File: src/rtl/hsdaoh_pkg.sv
// Shared definitions for the hsdaoh sample source: mode encodings, word
// geometry and the test-pattern LFSR.
package hsdaoh_pkg;

    localparam int SAMPLE_W = 10;
    localparam int WORD_W   = 20;

    localparam logic [WORD_W-1:0] LFSR_SEED = 20'h00001;
    localparam int LFSR_TAP_A = 19;
    localparam int LFSR_TAP_B = 16;

    typedef enum logic [1:0] {
        MODE_ADC  = 2'd0,
        MODE_CNT  = 2'd1,
        MODE_LFSR = 2'd2,
        MODE_IDLE = 2'd3
    } mode_e;

    typedef enum logic {
        ST_IDLE = 1'b0,
        ST_RUN  = 1'b1
    } state_e;

    // Fibonacci step for x^20+x^17+1: shift left, feed back q[19]^q[16].
    function automatic logic [WORD_W-1:0] lfsrNext(input logic [WORD_W-1:0] q);
        return {q[WORD_W-2:0], q[LFSR_TAP_A] ^ q[LFSR_TAP_B]};
    endfunction

endpackage

File: src/rtl/hsdaoh_boxcar_decim.sv
// One channel of the power-of-two boxcar decimator. The phase counter lives in
// the parent so both channels close their sums on the same strobe.
module hsdaoh_boxcar_decim
    import hsdaoh_pkg::*;
#(
    parameter int MAX_DEC_LOG2 = 4
) (
    input  logic                clk_i,
    input  logic                rst_ni,
    input  logic                clear_i,
    input  logic                valid_i,
    input  logic                lastPhase_i,
    input  logic [SAMPLE_W-1:0] sample_i,
    input  logic [2:0]          decLog2_i,
    output logic [SAMPLE_W-1:0] avg_o
);

    localparam int ACC_W = SAMPLE_W + MAX_DEC_LOG2;

    logic [ACC_W-1:0] acc_q;
    logic [ACC_W-1:0] acc_d;
    logic [ACC_W-1:0] sum;

    // The closing sample is folded in combinationally so d=0 is a pure pass-through.
    assign sum   = acc_q + ACC_W'(sample_i);
    assign avg_o = SAMPLE_W'(sum >> decLog2_i);

    always_comb begin
        acc_d = acc_q;
        if (clear_i) begin
            acc_d = '0;
        end else if (valid_i) begin
            acc_d = lastPhase_i ? '0 : sum;
        end
    end

    always_ff @(posedge clk_i or negedge rst_ni) begin
        if (!rst_ni) begin
            acc_q <= '0;
        end else begin
            acc_q <= acc_d;
        end
    end

endmodule

File: src/rtl/hsdaoh_sample_source.sv
// ADC-domain producer for the HDMI output core: packs paired ADC samples or
// test patterns into 20-bit words on the async FIFO write side.
module hsdaoh_sample_source
    import hsdaoh_pkg::*;
#(
    parameter int CNT_W        = 16,
    parameter int MAX_DEC_LOG2 = 4
) (
    input  logic              clk_data,
    input  logic              rstn,
    input  logic [9:0]        adc_a,
    input  logic [9:0]        adc_b,
    input  logic              adc_valid,
    input  logic              enable,
    input  logic [1:0]        mode,
    input  logic [2:0]        dec_log2,
    input  logic              overflow_clr,
    input  logic              fifo_full,
    input  logic              fifo_afull,
    output logic              fifo_write_en,
    output logic [19:0]       fifo_data,
    output logic              overflow,
    output logic [CNT_W-1:0]  dropped_cnt,
    output logic              active
);

    localparam int         PH_W    = (MAX_DEC_LOG2 > 0) ? MAX_DEC_LOG2 : 1;
    localparam logic [2:0] DEC_MAX = 3'(MAX_DEC_LOG2);

    logic                enable_q;
    state_e              state_q, state_d;
    mode_e               mode_q, mode_d;
    logic [2:0]          dec_q, dec_d;

    logic [SAMPLE_W-1:0] s1A_q, s1B_q;
    logic                s1Valid_q;

    logic [PH_W-1:0]     phase_q, phase_d;
    logic [PH_W-1:0]     phaseMax;
    logic [WORD_W-1:0]   word_q, word_d;
    logic                wordValid_q, wordValid_d;
    logic [WORD_W-1:0]   cnt_q, cnt_d;
    logic [WORD_W-1:0]   lfsr_q, lfsr_d;
    logic                overflow_q, overflow_d;
    logic [CNT_W-1:0]    dropped_q, dropped_d;

    logic                enRise;
    logic                runAdc;
    logic                patRun;
    logic                adcStrobe;
    logic                lastPhase;
    logic                wordReady;
    logic                adcWrite;
    logic                patWrite;
    logic                drop;
    logic [SAMPLE_W-1:0] avgA, avgB;

    assign enRise = enable & ~enable_q;

    always_comb begin
        state_d = state_q;
        mode_d  = mode_q;
        dec_d   = dec_q;
        if (enRise) begin
            mode_d = mode_e'(mode);
            dec_d  = (dec_log2 > DEC_MAX) ? DEC_MAX : dec_log2;
        end
        case (state_q)
            ST_IDLE: if (enRise && (mode_e'(mode) != MODE_IDLE)) state_d = ST_RUN;
            ST_RUN:  if (!enable) state_d = ST_IDLE;
            default: state_d = ST_IDLE;
        endcase
    end

    // Gating with the live enable drops any partial sum the cycle enable falls.
    assign runAdc = (state_q == ST_RUN) && enable && (mode_q == MODE_ADC);
    assign patRun = (state_q == ST_RUN) && enable &&
                    ((mode_q == MODE_CNT) || (mode_q == MODE_LFSR));

    always_comb begin
        phaseMax = '0;
        for (int i = 0; i < PH_W; i++) begin
            phaseMax[i] = (i < int'(dec_q));
        end
    end

    assign adcStrobe = runAdc & s1Valid_q;
    assign lastPhase = (phase_q == phaseMax);
    assign wordReady = adcStrobe & lastPhase;

    always_comb begin
        phase_d = phase_q;
        if (!runAdc) begin
            phase_d = '0;
        end else if (adcStrobe) begin
            phase_d = lastPhase ? '0 : phase_q + PH_W'(1);
        end
    end

    hsdaoh_boxcar_decim #(.MAX_DEC_LOG2(MAX_DEC_LOG2)) u_decimA (
        .clk_i       (clk_data),
        .rst_ni      (rstn),
        .clear_i     (~runAdc),
        .valid_i     (adcStrobe),
        .lastPhase_i (lastPhase),
        .sample_i    (s1A_q),
        .decLog2_i   (dec_q),
        .avg_o       (avgA)
    );

    hsdaoh_boxcar_decim #(.MAX_DEC_LOG2(MAX_DEC_LOG2)) u_decimB (
        .clk_i       (clk_data),
        .rst_ni      (rstn),
        .clear_i     (~runAdc),
        .valid_i     (adcStrobe),
        .lastPhase_i (lastPhase),
        .sample_i    (s1B_q),
        .decLog2_i   (dec_q),
        .avg_o       (avgB)
    );

    // ADC words are gated against fifo_full in the cycle they are presented.
    assign adcWrite = wordValid_q & ~fifo_full;
    assign drop     = wordValid_q & fifo_full;
    assign patWrite = patRun & ~fifo_afull & ~fifo_full;

    always_comb begin
        wordValid_d = wordReady;
        word_d      = wordReady ? {avgA, avgB} : word_q;

        cnt_d  = cnt_q;
        lfsr_d = lfsr_q;
        if (enRise) begin
            cnt_d  = '0;
            lfsr_d = LFSR_SEED;
        end else if (patWrite) begin
            if (mode_q == MODE_CNT)  cnt_d  = cnt_q + WORD_W'(1);
            if (mode_q == MODE_LFSR) lfsr_d = lfsrNext(lfsr_q);
        end

        overflow_d = overflow_q;
        dropped_d  = dropped_q;
        if (drop) begin
            overflow_d = 1'b1;
            if (overflow_clr) begin
                dropped_d = CNT_W'(1);
            end else if (dropped_q != '1) begin
                dropped_d = dropped_q + CNT_W'(1);
            end
        end else if (overflow_clr) begin
            overflow_d = 1'b0;
            dropped_d  = '0;
        end
    end

    always_ff @(posedge clk_data or negedge rstn) begin
        if (!rstn) begin
            enable_q    <= 1'b0;
            state_q     <= ST_IDLE;
            mode_q      <= MODE_ADC;
            dec_q       <= '0;
            s1A_q       <= '0;
            s1B_q       <= '0;
            s1Valid_q   <= 1'b0;
            phase_q     <= '0;
            word_q      <= '0;
            wordValid_q <= 1'b0;
            cnt_q       <= '0;
            lfsr_q      <= LFSR_SEED;
            overflow_q  <= 1'b0;
            dropped_q   <= '0;
        end else begin
            enable_q    <= enable;
            state_q     <= state_d;
            mode_q      <= mode_d;
            dec_q       <= dec_d;
            s1A_q       <= adc_a;
            s1B_q       <= adc_b;
            s1Valid_q   <= adc_valid;
            phase_q     <= phase_d;
            word_q      <= word_d;
            wordValid_q <= wordValid_d;
            cnt_q       <= cnt_d;
            lfsr_q      <= lfsr_d;
            overflow_q  <= overflow_d;
            dropped_q   <= dropped_d;
        end
    end

    always_comb begin
        case (mode_q)
            MODE_CNT:  fifo_data = cnt_q;
            MODE_LFSR: fifo_data = lfsr_q;
            default:   fifo_data = word_q;
        endcase
    end

    assign fifo_write_en = adcWrite | patWrite;
    assign overflow      = overflow_q;
    assign dropped_cnt   = dropped_q;
    assign active        = (state_q == ST_RUN);

endmodule

File: config.mk
export PLATFORM = sky130hd
export DESIGN_NAME = hsdaoh_sample_source
export DESIGN_NICKNAME = d
export VERILOG_FILES = /design/src/rtl/hsdaoh_pkg.sv /design/src/rtl/hsdaoh_boxcar_decim.sv /design/src/rtl/hsdaoh_sample_source.sv
export SDC_FILE = /design/constraint.sdc
export NUM_CORES = 1
export LEC_CHECK = 0
export ABC_AREA = 1
export BUFFER_PORTS_ARGS = -buffer_cell sky130_fd_sc_hd__buf_2
export CAP_MARGIN = 5
export CORE_ASPECT_RATIO = 1.1
export CORE_MARGIN = 4
export CORE_UTILIZATION = 60
export DETAILED_ROUTE_END_ITERATION = 8
export PLACE_DENSITY = 0.8
export SETUP_SLACK_MARGIN = 0.15
export SYNTH_ARGS = -nofsm -noshare
export SYNTH_HDL_FRONTEND = slang
export SYNTH_SLANG_ARGS = --single-unit
File: constraint.sdc
create_clock -name clk_data -period 2.48 [get_ports clk_data]
set_input_delay 0.124 -clock clk_data [delete_from_list [all_inputs] [get_ports clk_data]]
set_output_delay 0.124 -clock clk_data [all_outputs]
set_load 0.005 [all_outputs]
Yosys cells after proc, flatten, opt, wreduce, memory -nomap -nowiden
Index checks and enable logic that the tools add are counted.
{ "totals": {"in_bits": 32, "out_inout_bits": 39, "register_bits": 138} }
{ "op_classes": {"add_sub_neg": 5, "reduce_logical": 14, "bitwise": 13, "magnitude_cmp": 5, "shifts": 2, "n_eq_ne": 6, "muxes": 26} }
{ "ops": {"columns": ["cell", "count"], "rows": [
  ["20-bit two-way mux", 6],
  ["14-bit two-way mux", 6],
  ["16-bit two-way mux", 4],
  ["20-bit case mux with 2 select lines", 1],
  ["14-bit by 10-bit adder with 14-bit output", 2],
  ["14-bit by 3-bit >> shifter with 10-bit output", 2],
  ["20-bit by 1-bit adder with 20-bit output (second input constant)", 1],
  ["16-bit by 1-bit adder with 16-bit output (second input constant)", 1],
  ["16-bit != test (second input constant)", 1],
  ["4-bit two-way mux", 3],
  ["2-bit nonzero test", 5],
  ["1-bit AND", 7],
  ["1-bit by 3-bit < comparator with 1-bit output (first input constant)", 2],
  ["2-bit by 3-bit < comparator with 1-bit output (first input constant)", 2],
  ["2-bit AND reduction", 3],
  ["4-bit by 1-bit adder with 4-bit output (second input constant)", 1],
  ["4-bit == test", 1],
  ["1-bit logical AND", 4],
  ["1-bit two-way mux", 4],
  ["1-bit NOT", 4],
  ["3-bit greater-than comparator (second input constant)", 1],
  ["3-bit two-way mux", 1],
  ["2-bit by 1-bit == test with 1-bit output (second input constant)", 1],
  ["2-bit == test (second input constant)", 1],
  ["other kinds (7)", 7]
]} }

Depth between registers and ports, before layout
Gate-level depths: netlist (run 1).
{ "depth": {"ltp_word": 7, "ltp_mapped": 16, "mapped_depth_nobuf": 16} }

Modules after synthesis
Synthesis (run 1) repeated with hierarchy kept, for this count alone.
{ "hier_totals": {"cells_unflattened": 1287, "area_unflattened_um2": 9027.4} }
{ "by_module_without_submodules": {"columns": ["module", "cells_per_inst", "seq_area_each_um2", "area_each_um2", "instances"], "rows": [
  ["hsdaoh_sample_source", 686, 2753.9, 5544.1, 1],
  ["hsdaoh_boxcar_decim (u_decimA)", 300, 350.3, 1747.9, 1],
  ["hsdaoh_boxcar_decim (u_decimB)", 301, 350.3, 1735.4, 1]
]} }

Worst setup path after synthesis (run 1)
No wires, ideal clock.
{ "synth_path": {"path_type": "reg-to-reg", "start": "reg u_decimB.acc_q[0]", "end": "reg word_q[5]", "synth_period_minus_slack_ns": 1.957, "n_path_buf": 0, "path_slack_ns": 0.523, "path_stages_with_launch": 16, "t_arrival_ns": 1.840, "cell_sequence": "dfrtp_1 -> ha_1 -> inv_1 -> fa_1 -> inv_1 -> nand3_1 -> nand2_1 -> nand2_1 -> nand2_1 -> nand2_1 -> nand3_1 -> nand3_1 -> nand2_1 -> nand2_1 -> nand3_1 -> nand2_1"} }
{ "synth_between": {"elab_chain_cells": 2} }
{ "synth_lines": {"columns": ["item", "line_no", "text"], "rows": [
  ["start, declared", "hsdaoh_boxcar_decim.sv:20", "logic [ACC_W-1:0] acc_q;"],
  ["start signal, assigned", "hsdaoh_boxcar_decim.sv:39", "acc_q <= '0;"],
  ["start signal, assigned", "hsdaoh_boxcar_decim.sv:41", "acc_q <= acc_d;"],
  ["14-bit by 10-bit adder with 14-bit output", "hsdaoh_boxcar_decim.sv:25", "assign sum = acc_q + ACC_W'(sample_i);"],
  ["14-bit by 3-bit >> shifter with 10-bit output", "hsdaoh_boxcar_decim.sv:26", "assign avg_o = SAMPLE_W'(sum >> decLog2_i);"],
  ["end signal, assigned", "hsdaoh_sample_source.sv:181", "word_q <= word_d;"],
  ["end, declared", "hsdaoh_sample_source.sv:40", "logic [WORD_W-1:0] word_q, word_d;"]
]} }
No other way between the ends.
A chain may end at the register's enable or synchronous reset.

Worst setup path in the final report (run 1)
{ "layout_path": {"start": "reg mode_q[0]", "end": "out fifo_data[16]"} }
{ "layout_between": {"elab_chain_cells": 2, "word_cells_on_any_way": 3, "classes_between": "eq/ne: 2; mux: 1"} }
{ "layout_lines": {"columns": ["item", "line_no", "text"], "rows": [
  ["start, declared", "hsdaoh_sample_source.sv:32", "mode_e mode_q, mode_d;"],
  ["start signal, assigned", "hsdaoh_sample_source.sv:175", "mode_q <= mode_d;"],
  ["2-bit == test / 2-bit by 1-bit == test with 1-bit output (equally long branches)", "hsdaoh_sample_source.sv:191", "case (mode_q)"],
  ["20-bit case mux with 2 select lines *", "hsdaoh_sample_source.sv:191", null],
  ["end, declared", "hsdaoh_sample_source.sv:21", "output logic [19:0] fifo_data,"]
]} }
Mark *: on every way between the ends. The rest lies on a longest branch, timed or not.

==> flow_results.xml, run 1 <==
<?xml version="1.0" encoding="UTF-8"?>
<metrics>
  <group name="final_layout">
    <metric name="final_layout_size_suffix_gt1_share" unit="%">11.2</metric>
    <metric name="area_growth" unit="%">17.6</metric>
    <metric name="multi_input_area" unit="um2">4360</metric>
    <metric name="fillCellCount" unit="">1114</metric>
    <metric name="final_nets" unit="">1341</metric>
    <metric name="sequential_cell_area" unit="um2">3450</metric>
    <metric name="n_antenna_cell" unit="">0</metric>
    <metric name="final_area" unit="um2">9950</metric>
  </group>
  <group name="worst_setup_path">
    <metric name="setup.worst_path.end_class" unit="">output port</metric>
    <metric name="worst-path-max-fanout" unit="">38</metric>
    <metric name="critPathKind" unit="">flip-flop to output port</metric>
    <metric name="worst-endpoint-arrival" unit="ns">2.08</metric>
    <metric name="timing.critical_path.required" unit="ns">2.36</metric>
    <metric name="timing.critical_path.from_type" unit="">flip-flop</metric>
  </group>
  <group name="clock_network">
    <metric name="cts_root_buf" unit="">clkbuf_16</metric>
    <metric name="htree_levels" unit="">4</metric>
    <metric name="cts.clk_slew.worst_paths" unit="ns">0.06</metric>
    <metric name="cts_sink_count" unit="">138</metric>
    <metric name="tritoncts" unit="">built</metric>
    <metric name="clk-insertion-delay-late" unit="ns">0.43</metric>
    <metric name="clock_path_buffers" unit="">2</metric>
    <metric name="tritoncts.num_buffers" unit="">17</metric>
  </group>
  <group name="global_routing">
    <metric name="antenna_found_initial" unit="">0</metric>
    <metric name="grt_start_max_net_pins" unit="">73</metric>
    <metric name="grt_pass1_vias" unit="">7767</metric>
    <metric name="grt_pass1_wl" unit="mm">37.0</metric>
    <metric name="combined_global_route_utilization_of_all_metal_layers" unit="%">28.4</metric>
    <metric name="grt_residual_overflow" unit="">0</metric>
  </group>
  <group name="synth">
    <metric name="syn_avg_cell_area" unit="um2">7.14</metric>
    <metric name="synth_sequential_area_ratio" unit="%">40.8</metric>
    <metric name="synth-seq-cells" unit="">138</metric>
    <metric name="yosys_warn_count" unit="">0</metric>
    <metric name="synth.lib_cells_used.distinct" unit="">44</metric>
    <metric name="total_nets_after_synthesis" unit="">1244</metric>
    <metric name="syn-cell-area" unit="um2">8460</metric>
    <metric name="syn_inst" unit="">1184</metric>
  </group>
  <group name="place">
    <metric name="place_area" unit="um2">9030</metric>
    <metric name="dp_hpwl" unit="mm">16.2</metric>
    <metric name="globalplace.congestion" unit="">0.942</metric>
    <metric name="port-buffer-count" unit="">70</metric>
  </group>
  <group name="timing">
    <metric name="layout_worst_path_cycle_share" unit="%">88.8</metric>
    <metric name="timing.final.crit_period" unit="ns">2.20</metric>
    <metric name="hold_violations" unit="">0</metric>
    <metric name="fmax" unit="MHz">454</metric>
    <metric name="timing.setup.tns" unit="ns">0</metric>
    <metric name="worst_clock_skew" unit="ns">0.00593</metric>
    <metric name="setup_repair_after_global_routing_missed_its_margin" unit="">yes</metric>
    <metric name="worst_relative_slew_slack" unit="%">56.7</metric>
    <metric name="setup_violations" unit="">0</metric>
    <metric name="slew_violations" unit="">0</metric>
    <metric name="worst_pin_slew" unit="ns">0.649</metric>
  </group>
  <group name="drt">
    <metric name="drt_first_pass_iters" unit="">6</metric>
    <metric name="postRouteAntennaNets" unit="">0</metric>
    <metric name="detail_routed_net_length_per_standard_cell" unit="um">15.0</metric>
    <metric name="detail_route.iter0.violations" unit="">753</metric>
    <metric name="num_vias" unit="">8316</metric>
    <metric name="detail_route.drc_violations" unit="">0</metric>
    <metric name="drt-vias-per-instance" unit="">5.61</metric>
    <metric name="drt_wl_total" unit="mm">22.3</metric>
  </group>
  <group name="floorplanning">
    <metric name="floorplan.initialDensity" unit="%">61.3</metric>
    <metric name="core-area" unit="um2">13800</metric>
    <metric name="horizontal_extent_of_the_die" unit="um">121</metric>
    <metric name="design.portCount" unit="">71</metric>
    <metric name="dieArea" unit="um2">16100</metric>
    <metric name="core.rowCount" unit="">45</metric>
    <metric name="die_height" unit="um">133</metric>
  </group>
  <group name="power">
    <metric name="power_density" unit="nW/um2">583</metric>
    <metric name="leakage_power_figure" unit="nW">4.92</metric>
    <metric name="irDropWorstVdd" unit="uV">500</metric>
  </group>
  <group name="min_path">
    <metric name="hold_crit_path_type" unit="">input pin to flip-flop</metric>
  </group>
  <group name="run">
    <metric name="timing.max_cap.violations" unit="">0</metric>
  </group>
  <group name="run_status">
    <metric name="run_status" unit="">finished clean</metric>
  </group>
</metrics>
synthesized netlist by cell type (all sizes together):
master | count | area [um2]
nand3b | 4 | 30.0
a41oi | 1 | 8.76
xor2 | 11 | 96.3
a21boi | 2 | 15.0
ha | 26 | 325
or3b | 1 | 8.76
o21ai | 68 | 352
nand3 | 158 | 791
clkbuf | 27 | 104
a31oi | 17 | 106
o21a | 2 | 15.0
and2 | 2 | 12.5
nor3 | 20 | 116
inv | 137 | 514
buf | 12 | 57.6
or2 | 1 | 6.26
nor2 | 104 | 410
clkinv | 1 | 3.75
o211ai | 1 | 7.51
o22ai | 15 | 93.8
dfstp | 1 | 26.3
nor4 | 2 | 12.5
fa | 2 | 40.0
nor3b | 2 | 15.0
a21oi | 40 | 200
nand4 | 26 | 163
o31ai | 7 | 52.6
o41ai | 1 | 8.76
nand2 | 338 | 1270
dfrtp | 137 | 3430
xnor2 | 10 | 87.6
o21bai | 2 | 15.0
a32o | 6 | 60.1
final timing paths:
path	to	slack (ns)	startpoint	depth (start not counted)
min in group asynchronous	dropped_cnt[2]	0.28	rstn	2
max reg2reg	cnt_q[10]	0.30	mode_q[0]	12
min	overflow	0.07	fifo_full	3
max	fifo_data[16]	0.28	mode_q[0]	6
max in group asynchronous	s1B_q[9]	1.49	rstn	3
min reg2reg	overflow	0.47	overflow	2
state kept, by name, indices dropped and copies added, names as in the netlist:
signal,flops
word_q,20
u_decimA.acc_q,14
s1A_q,10
lfsr_q,20
overflow,1
u_decimB.acc_q,14
s1B_q,10
s1Valid_q,1
mode_q,2
dec_q,3
wordValid_q,1
cnt_q,20
active,1
phase_q,4
dropped_cnt,16
enable_q,1
worst max-delay path, stage by stage, from the launching register on:
cell	delay, ns
dfrtp_1	0.35
inv_1	0.08
ha_1	0.32
buf_4	0.37
nor2_1	0.12
a31oi_1	0.23
buf_2	0.16
per-layer routing:
| layer | vias to the layer above | track usage, % | part of all wire, % |
|---|---|---|---|
| li1 | 4110 | - | - |
| met1 | 3846 | 39.6 | 45 |
| met2 | 320 | 45.3 | 47 |
| met3 | 40 | 4.23 | 6.1 |
| met4 | 0 | 9.90 | 2.0 |
| met5 | - | 0 | 0 |
cell usage in the layout, fill, tap and decap left out, types with 2 or more instances in the layout:
cell / instances
dfrtp_1: 137
clkbuf_16: 17
xor2_1: 11
clkinv_4: 3
buf_4: 18
o31ai_1: 7
nor2_2: 5
nand2_2: 4
o22ai_1: 15
clkinv_2: 4
nor3_1: 18
o21a_1: 2
nand3b_1: 4
nor3b_1: 2
o21bai_1: 2
nor2_1: 98
a21oi_2: 2
a32o_1: 6
a21oi_1: 38
xnor2_1: 10
dlygate4sd3_1: 28
nand4_1: 26
o21ai_0: 65
inv_6: 3
nor4_1: 2
inv_1: 133
nand3_1: 158
nand2_1: 334
buf_2: 69
inv_2: 3
and2_1: 2
ha_1: 24
bufinv_16: 2
a21boi_0: 2
o21ai_1: 2
a31oi_1: 17
ha_4: 2
area by class of cell:
| class | count | share of cell area, % |
|---|---|---|
| Sequential cell | 138 | 34.7 |
| Tap cell | 188 | 2.36 |
| Timing Repair Buffer | 117 | 7.96 |
| Clock buffer | 19 | 4.45 |
| Clock inverter | 13 | 1.41 |
| Multi-Input combinational cell | 869 | 43.9 |
| Inverter | 138 | 5.23 |
where the power goes:
group | switching (mW) | internal, mW | total (mW)
Combinational | 0.614 | 0.334 | 0.948
Sequential | 0.0317 | 2.30 | 2.33
Clock | 1.01 | 1.51 | 2.53
stage by stage:
| step | instances | worst slack (ns) | total power, mW | utilization, % | hold slack (ns) |
|---|---|---|---|---|---|
| floorplan | 1184 | 0.523 | 2.91 | - | -0.172 |
| global placement | 1421 | 0.344 | 3.25 | 65.5 | 0.182 |
| detailed placement | 1421 | 0.264 | 3.26 | 65.5 | 0.177 |
| CTS | 1481 | 0.242 | 5.81 | 71.8 | 0.0513 |
| global route | 1482 | 0.107 | 6.02 | 72.1 | 0.0937 |
| finish | 1482 | 0.278 | 5.80 | 72.1 | 0.0712 |
kinds of logic after synthesis:
group	after synthesis	share of synthesized area [%]
AOI/OAI and AO/OA	162	11.1
adders and majority gates	28	4.32
DFF	138	40.8
buffers and inverters	177	8.03
xor gates and xnor gates	21	2.17
and+or+nand+nor	658	33.6
timing repair:
action                                  CTS  global route
hold buffers                             28             0
hold endpoints to repair                 97             0
endpoints found under the setup margin    0            20
buffers inserted                          0             1
gates resized for setup                   0            11
Note: power is estimated with default switching activity, not from simulation.
==> run 2: changes to the inputs <==
GPL_TIMING_DRIVEN = 0   (was default)
==> run 2 against run 1 <==
- final cell count rose by 1.3%
- cell area is 0.45% higher
- combinational power grew 2.7%
- clock power down 6%
- sequential cell count did not move
- via count increased by 4.9%
- critical path type unchanged
==> flow_results.xml, run 2 (synthesized netlist as in run 1, its figures left out) <==
<?xml version="1.0" encoding="UTF-8"?>
<metrics>
  <group name="timing">
    <metric name="worst_clock_skew" unit="ns">0.00645</metric>
    <metric name="timing.setup.tns" unit="ns">0</metric>
    <metric name="hold_violations" unit="">0</metric>
    <metric name="setup_repair_after_global_routing_missed_its_margin" unit="">yes</metric>
    <metric name="timing.final.crit_period" unit="ns">2.27</metric>
    <metric name="slew_violations" unit="">0</metric>
    <metric name="fmax" unit="MHz">441</metric>
    <metric name="layout_worst_path_cycle_share" unit="%">91.4</metric>
    <metric name="worst_pin_slew" unit="ns">0.702</metric>
    <metric name="worst_relative_slew_slack" unit="%">53.2</metric>
    <metric name="final.setup.worst_slack" unit="ns">0.214</metric>
    <metric name="setup_violations" unit="">0</metric>
    <metric name="worst_hold_slack" unit="ns">0.00925</metric>
  </group>
  <group name="worst_setup_path">
    <metric name="regToRegSetupSlack" unit="ns">0.27</metric>
    <metric name="path_delay_family" unit="">buffers and inverters</metric>
    <metric name="critPathKind" unit="">flip-flop to output port</metric>
    <metric name="cp.buffers_inverters" unit="">4</metric>
    <metric name="crit_slowest_cell" unit="">dfrtp_1</metric>
    <metric name="timing.critical_path.from_type" unit="">flip-flop</metric>
    <metric name="cp_cell_sequence" unit="">inv_1 -&gt; ha_1 -&gt; clkbuf_2 -&gt; clkbuf_4 -&gt; nand2_1 -&gt; a31oi_1 -&gt; buf_2</metric>
    <metric name="timing.critical_path.required" unit="ns">2.36</metric>
    <metric name="setup.worst_path.end_class" unit="">output port</metric>
    <metric name="worst-path-max-fanout" unit="">10</metric>
    <metric name="cp_slowest_stage_delay" unit="ns">0.37</metric>
    <metric name="worst-endpoint-arrival" unit="ns">2.14</metric>
  </group>
  <group name="clock_network">
    <metric name="cts_root_buf" unit="">clkbuf_16</metric>
    <metric name="tritoncts.num_buffers" unit="">17</metric>
    <metric name="cts_sink_count" unit="">138</metric>
    <metric name="cts.clk_slew.worst_paths" unit="ns">0.06</metric>
    <metric name="htree_levels" unit="">4</metric>
    <metric name="tritoncts" unit="">built</metric>
    <metric name="clock_path_buffers" unit="">2</metric>
    <metric name="clk-insertion-delay-late" unit="ns">0.42</metric>
  </group>
  <group name="global_routing">
    <metric name="grt_use_met2" unit="%">47.2</metric>
    <metric name="gr-max-usage-layer" unit="">met2</metric>
    <metric name="grt_pass1_wl" unit="mm">39.1</metric>
    <metric name="antenna_found_initial" unit="">0</metric>
    <metric name="grt_pass1_vias" unit="">8137</metric>
    <metric name="grt_start_max_net_pins" unit="">93</metric>
    <metric name="grt_residual_overflow" unit="">0</metric>
    <metric name="grt.met3_usage" unit="%">5.52</metric>
    <metric name="grt_use_met1" unit="%">41.9</metric>
    <metric name="combined_global_route_utilization_of_all_metal_layers" unit="%">30.2</metric>
  </group>
  <group name="drt">
    <metric name="detail_routed_net_length_per_standard_cell" unit="um">15.8</metric>
    <metric name="postRouteAntennaNets" unit="">0</metric>
    <metric name="drt_wl_total" unit="mm">23.7</metric>
    <metric name="detail_route.iter0.violations" unit="">1168</metric>
    <metric name="drt-vias-per-instance" unit="">5.81</metric>
    <metric name="detail_route.drc_violations" unit="">0</metric>
    <metric name="num_vias" unit="">8724</metric>
    <metric name="drt_first_pass_iters" unit="">7</metric>
  </group>
  <group name="final_layout">
    <metric name="final_layout_size_suffix_gt1_share" unit="%">11.4</metric>
    <metric name="n_antenna_cell" unit="">0</metric>
    <metric name="finish.cell_count_without_fillers" unit="">1501</metric>
    <metric name="leading_cell_types_in_the_layout_fill_and_taps_excluded" unit="">nand2_1 (331), nand3_1 (156), dfrtp_1 (137)</metric>
    <metric name="reg.largest.list" unit="">cnt_q (20), lfsr_q (20), word_q (20)</metric>
    <metric name="layout.cells.most_common" unit="">nand2_1</metric>
    <metric name="area_growth" unit="%">18.2</metric>
    <metric name="final_nets" unit="">1363</metric>
    <metric name="final_util" unit="%">72.4</metric>
  </group>
  <group name="place">
    <metric name="placed_cells" unit="">1442</metric>
    <metric name="globalplace.congestion" unit="">0.953</metric>
    <metric name="dpl_worst_slack" unit="ns">0.173</metric>
    <metric name="dp_hpwl" unit="mm">17.2</metric>
    <metric name="port-buffer-count" unit="">69</metric>
  </group>
  <group name="min_path">
    <metric name="hold_crit_path_type" unit="">input pin to flip-flop</metric>
  </group>
  <group name="floorplanning">
    <metric name="floorplan.initialDensity" unit="%">61.3</metric>
    <metric name="core.rowCount" unit="">45</metric>
    <metric name="dieArea" unit="um2">16100</metric>
    <metric name="die_height" unit="um">133</metric>
    <metric name="design.portCount" unit="">71</metric>
    <metric name="core-area" unit="um2">13800</metric>
    <metric name="horizontal_extent_of_the_die" unit="um">121</metric>
  </group>
  <group name="run_status">
    <metric name="run_status" unit="">finished clean</metric>
  </group>
  <group name="power">
    <metric name="irDropWorstVdd" unit="uV">439</metric>
    <metric name="power_density" unit="nW/um2">568</metric>
    <metric name="leakage_power_figure" unit="nW">4.92</metric>
  </group>
  <group name="run">
    <metric name="timing.max_cap.violations" unit="">0</metric>
  </group>
</metrics>
[run 2: layout make-up]
cell class                 instances  area (um2)
buffer                            39         173
clock buffer                      21         460
clock inverter                     8        73.8
fill                            1124        3800
inverter                         138         520
multi-input combinational        869        4400
sequential                       138        3450
tap                              188         235
timing repair buffer             100         672
[run 2: path summary, 6_finish.rpt]
kind                             startpoint              to  cells after the start
worst min register to register     overflow        overflow                      2
worst min-delay path            dec_log2[2]        dec_q[2]                      3
max in group asynchronous              rstn      lfsr_q[15]                      3
min in group asynchronous              rstn  dropped_cnt[3]                      2
worst max-delay path              mode_q[1]   fifo_data[14]                      7
worst max register to register    mode_q[0]       cnt_q[15]                     12
[run 2: metal layers]
layer	vias up	part of all wire, %	wire (um)
met3	73	7.7	1840
met5	-	0	0
met1	4053	43	10300
met2	441	46	10900
li1	4157	-	-
met4	0	2.8	658
[run 2: per-stage QoR]
step,total power [mW],area [um2]
2_1_floorplan,2.91,8460
3_3_place_gp,3.24,9040
3_5_place_dp,3.26,9070
4_1_cts,5.64,9880
5_1_grt,5.90,9990
6_report,5.68,9990
[run 2: worst register-to-register path, delay by kind of cell, from the launching register on]
kind	cells	cell delay (ns)
simple gates	5	0.78
compound gates	2	0.42
flops	1	0.34
buf+inv	4	0.31
fa+ha+maj	1	0.30
[run 2: repair_timing]
action | in CTS | in global routing
buffers inserted | 0 | 3
endpoints found under the setup margin | 20 | 44
hold buffers | 27 | 0
pin swaps | 0 | 4
resized for setup | 5 | 26
hold endpoints to repair | 72 | 0
[run 2: report_power, final]
group	leakage, nW	internal, mW	switching [mW]
Clock	0.260	1.41	0.967
Combinational	2.81	0.339	0.635
Sequential	1.85	2.30	0.0323
Total	4.92	4.04	1.63
